<file path="config.mk">
export PLATFORM = sky130hd
export DESIGN_NAME = periph_bus_arbiter
export DESIGN_NICKNAME = d
export VERILOG_FILES = /design/src/rtl/periph_bus_arbiter.sv
export SDC_FILE = /design/constraint.sdc
export NUM_CORES = 1
export LEC_CHECK = 0
export ABC_AREA = 0
export CAP_MARGIN = 10
export CORE_MARGIN = 4
export CORE_UTILIZATION = 25
export DETAILED_ROUTE_END_ITERATION = 16
export HOLD_SLACK_MARGIN = 0.12
export PLACE_DENSITY_LB_ADDON = 0.15
export SETUP_SLACK_MARGIN = 0.05
export SYNTH_ARGS = -nofsm -noshare
export SYNTH_HDL_FRONTEND = slang
export SYNTH_SLANG_ARGS = --single-unit
</file>
<file path="constraint.sdc">
create_clock -name clk_48m -period 2.3 [get_ports clk_48m]
set_clock_uncertainty 0.2 [all_clocks]
set_input_delay 0.46 -clock clk_48m [delete_from_list [all_inputs] [get_ports clk_48m]]
set_output_delay 0.46 -clock clk_48m [all_outputs]
set_load 0.005 [all_outputs]
</file>
<file path="src/rtl/periph_bus_arbiter.sv">
// Two-master round-robin arbiter for the peripheral register bus: one single-word access at a time.
// Optional ARB_LOCK_EN: the owner's lock lets it keep the bus across back-to-back accesses.
module periph_bus_arbiter #(
  parameter int AW           = 32,
  parameter int DW           = 32,
  parameter int SETUP_CYCLES = 0
) (
  input  logic          clk_48m,
  input  logic          rstn,
  input  logic          m0_req,
  input  logic          m0_wr,
  input  logic [AW-1:0] m0_addr,
  input  logic [DW-1:0] m0_wdata,
  input  logic          m0_lock,
  output logic [DW-1:0] m0_rdata,
  output logic          m0_ack,
  input  logic          m1_req,
  input  logic          m1_wr,
  input  logic [AW-1:0] m1_addr,
  input  logic [DW-1:0] m1_wdata,
  input  logic          m1_lock,
  output logic [DW-1:0] m1_rdata,
  output logic          m1_ack,
  output logic [AW-1:0] s_addr,
  output logic [DW-1:0] s_wdata,
  output logic          s_rd,
  output logic          s_wr,
  input  logic [DW-1:0] s_rdata,
  output logic          owner,
  output logic          busy
);

  typedef enum logic [1:0] {IDLE, SETUP, STROBE, ACK} state_t;

  localparam logic [3:0] SETUP_LAST = (SETUP_CYCLES == 0) ? 4'd0 : 4'(SETUP_CYCLES - 1);

  state_t     state, state_nxt;
  logic       last_grant;
  logic       wr_q;
  logic [3:0] setup_cnt;
  logic       any_req;
  logic       win;
  logic       lock_re;

`ifdef ARB_LOCK_EN
  logic lock_q;
  // lock_q is only ever set for the IDLE cycle directly following the owner's ACK
  assign lock_re = lock_q & (owner ? m1_req : m0_req);
`else
  logic unused_lock;
  assign unused_lock = m0_lock | m1_lock;
  assign lock_re     = 1'b0;
`endif

  assign any_req = m0_req | m1_req;

  always_comb begin
    win = m1_req;
    if (lock_re)               win = owner;
    else if (m0_req && m1_req) win = ~last_grant;
  end

  always_ff @(posedge clk_48m) begin
    if (!rstn) state <= IDLE;
    else       state <= state_nxt;
  end

  always_comb begin
    state_nxt = state;
    case (state)
      IDLE:   if (any_req) state_nxt = (SETUP_CYCLES == 0) ? STROBE : SETUP;
      SETUP:  if (setup_cnt == SETUP_LAST) state_nxt = STROBE;
      STROBE: state_nxt = ACK;
      ACK:    state_nxt = IDLE;
      default: state_nxt = IDLE;
    endcase
  end

  always_ff @(posedge clk_48m) begin
    if (!rstn) begin
      last_grant <= 1'b1;
      owner      <= 1'b0;
      wr_q       <= 1'b0;
      setup_cnt  <= 4'd0;
      s_addr     <= '0;
      s_wdata    <= '0;
      m0_rdata   <= '0;
      m1_rdata   <= '0;
    end else begin
      if (state == IDLE && any_req) begin
        owner     <= win;
        wr_q      <= win ? m1_wr    : m0_wr;
        s_addr    <= win ? m1_addr  : m0_addr;
        s_wdata   <= win ? m1_wdata : m0_wdata;
        setup_cnt <= 4'd0;
        if (!lock_re) last_grant <= win;
      end
      if (state == SETUP) setup_cnt <= setup_cnt + 4'd1;
      if (state == STROBE && !wr_q) begin
        if (owner) m1_rdata <= s_rdata;
        else       m0_rdata <= s_rdata;
      end
    end
  end

`ifdef ARB_LOCK_EN
  always_ff @(posedge clk_48m) begin
    if (!rstn)              lock_q <= 1'b0;
    else if (state == ACK)  lock_q <= owner ? m1_lock : m0_lock;
    else if (state == IDLE) lock_q <= 1'b0;
  end
`endif

  // bus strobes and acks decode straight from the registered state, so they never glitch
  assign s_rd   = (state == STROBE) & ~wr_q;
  assign s_wr   = (state == STROBE) &  wr_q;
  assign m0_ack = (state == ACK) & ~owner;
  assign m1_ack = (state == ACK) &  owner;
  assign busy   = (state != IDLE);

endmodule

</file>
==> impl_metrics.csv <==
group,metric,value,unit
clock_tree,cts_made_buffers,17,
placement,place.detailed.hpwl,14500,um
hold_path,min_from,"rstn",
drt,drc,0,
grt,antenna_found_initial,2,
synth,yosysTopAreaCell,"dfxtp_1",
synth,yosysUniqueCellTypes,32,
setup_path,path_class,"reg2out",
synth,netlist_area,5650,um^2
drt,wl_per_cell,16.6,um
placement,gp_congestion,0.726,
sta,report.final.slew_viol_count,0,
synth,synth_commonest_cells,"198 x nand2_1, 137 x dfxtp_1, 70 x a21oi_1",
setup_path,crit_required,1.64,ns
grt,gr-usage-all-layers,0.164,
final_layout,nets,1142,
synth,synth-seq-area-share,0.486,
setup_path,end_kind,"primary output",
placement,portBuffers,299,
setup_path,crit_chain,"and3_1, clkdlybuf4s50_1",
final_layout,utilization,0.431,
clock_tree,cts_root_buffer,"clkbuf_16",
clock_tree,clock_path_buffers,2,
final_layout,drive_above_1_share,0.0629,
sta,final.period_utilization,0.938,
die,initial_core_util,0.256,
power_and_ir_drop,power_density,721,nW/um^2
grt,grt_pass1_wl,32300,um
final_layout,area_delta_synth_final,68.3,%
sta,fin_crit,2.16,ns
grt,grt_pass1_vias,5814,
setup_path,cpMaxStageDelayCell,"clkdlybuf4s50_1",
setup_path,cp_max_fo,9,
final_layout,fill_cells,2239,
grt,overflow,0,
die,io_pins,302,
synth,synth_area_per_cell,7.96,um^2
drt,first_pass_iters,4,
sta,rsz0062_at_grt,"no",
synth,synth_edf_count,0,
setup_path,r2r-end,"s_wdata[6]$_SDFFE_PN0P_",
synth,synthArstFlopShare,0,
drt,postRouteAntennaNets,0,
die,fp-row-count,54,
die,die_h,158,um
clock_tree,cts.clk_slew.worst_paths,0.06,ns
flow_run,cap_violations,0,
synth,ys.flop_type,"dfxtp_1",
sta,hold_violations,0,
sta,setup_viol,0,
synth,ys.warnings.count,0,
setup_path,cp.buffers_inverters,1,
grt,grt_max_degree,78,
drt,viasPerCell,4.68,
hold_path,hold_path.class,"in2reg",
setup_path,reg2reg_slack,0.40,ns
clock_tree,htree_levels,4,
status,status,"complete, no violations",
synth,synth-seq-cells,137,
power_and_ir_drop,power_leakage,0.00344,uW
setup_path,reg2regPathDepth,4,
synth,yosysTopAreaCellShare,0.486,
die,core-area,22000,um^2
power_and_ir_drop,peakVddDrop,0.416,mV
setup_path,critPathLaunchType,"flop",
sta,maxSlewHeadroom,0.449,
synth,syn_nets,879,
sta,tightest_slew,0.826,ns
clock_tree,cts_tree,"done",
drt,routed_wl,21000,um
clock_tree,numClockSinks,137,
setup_path,worstPathArrival,1.50,ns
synth,ys_top_cells_by_area,"dfxtp_1 49%, nand2_1 13%, a311oi_1 10%",
setup_path,worst_path_dominant_cell_family,"buffers and inverters",
die,die_area,25100,um^2
setup_path,timing.critical_path.to,"m1_ack",
sta,fin_setup_tns,0,ns
setup_path,cp.depth,2,
synth,yosysMostFrequentCell,"nand2_1",
drt,drt_iter0_drc,307,
setup_path,slowest_delay,0.53,ns
synth,syn_inst,709,
sta,timing.fmax,464,MHz
drt,vias,5930,
setup_path,r2r_start,"state[1]$_SDFFE_PN0P_",
setup_path,critPathLaunch,"state[1]$_SDFFE_PN0P_",
clock_tree,worstSkewPairLatency,0.41,ns
die,die_w,158,um
## area by class of cell
type                    count  area (um^2)  area share
flip-flops and latches    137         2750       0.289
clock inverters            15          155      0.0163
diodes                      1         2.50    0.000263
inverters                   6         22.5     0.00237
clock buffers              17          425      0.0448
well taps                 280          350      0.0369
multi-input cells         494         2560       0.269
repair buffers            316         3240       0.341
## worst min-delay path by stage
stage | end | cells past startpoint | slack [ns]
after floorplan | m1_rdata[0]$_SDFFE_PN0P_ | 2 | 0.25
after global placement | m1_rdata[7]$_SDFFE_PN0P_ | 2 | 0.24
after detailed placement | m1_rdata[5]$_SDFFE_PN0P_ | 2 | 0.25
after CTS | last_grant$_SDFFE_PN1P_ | 2 | 0.18
after global routing | last_grant$_SDFFE_PN1P_ | 2 | 0.23
final | last_grant$_SDFFE_PN1P_ | 2 | 0.21
## timing repair
action	CTS	global route
resized for setup	5	3
setup buffers	0	0
gates cloned	0	0
pin swaps	0	0
hold buffers	0	0
endpoints found under the setup margin	5	2
## worst reg2reg max path, stage by stage, from the launching register on
cell and delay [ns]:
dfxtp_4 0.38, nor2_4 0.12, buf_4 0.63, a21oi_1 0.21, a311oi_1 0.28
## layer usage
| metal | global-route usage | vias up | part of all wire |
|---|---|---|---|
| met5 | 0 | - | 0.00033 |
| met4 | 0.0520 | 2 | 0.018 |
| met3 | 0.0777 | 21 | 0.099 |
| met2 | 0.257 | 210 | 0.45 |
| met1 | 0.199 | 2659 | 0.43 |
| li1 | - | 3038 | - |
## layout by cell type, fill, tap and decap left out, types with 8 or more instances in the layout
master / synthesis / final
nand3_1: 66 / 66
nand2_1: 198 / 198
o21ai_0: 35 / 35
buf_12: 0 / 10
buf_4: 0 / 8
a311oi_1: 65 / 65
clkbuf_16: 0 / 17
o21ai_1: 32 / 32
a21oi_1: 70 / 70
dfxtp_1: 137 / 134
clkdlybuf4s50_1: 0 / 295
## state kept, by name (all words and copies together) (netlist names)
signal / cells
m0_rdata: 32
m1_rdata: 32
s_addr: 32
s_wdata: 32
setup_cnt: 4
state: 2
last_grant: 1
owner: 1
wr_q: 1
## report_power, final
group	switching, uW	internal, uW	total, uW
Combinational	622	804	1430
Sequential	115	2570	2690
Clock	1210	1530	2740
Total	1940	4910	6850
## stage by stage
| stage | setup WS [ns] | area (um^2) | total power (uW) | hold slack, ns | cells |
|---|---|---|---|---|---|
| after floorplan | 0.602 | 5650 | 3300 | 0.252 | 709 |
| after global placement | 0.0654 | 8920 | 4180 | 0.244 | 1233 |
| after detailed placement | 0.00224 | 8920 | 4180 | 0.250 | 1233 |
| after CTS | 0.0674 | 9500 | 6980 | 0.184 | 1265 |
| after global routing | 0.0864 | 9500 | 7200 | 0.225 | 1266 |
| final | 0.143 | 9500 | 6850 | 0.207 | 1266 |
## kinds of logic after synthesis
family	count (synthesis)	synth area share
adder cells (fa/ha/maj)	2	0.00443
AO/OA/AOI/OAI	210	0.234
AND/OR/NAND/NOR	281	0.209
multiplexers	1	0.00177
flip-flops	137	0.486
buffers and inverters	78	0.0656
Note: power is estimated with default switching activity, not from simulation.
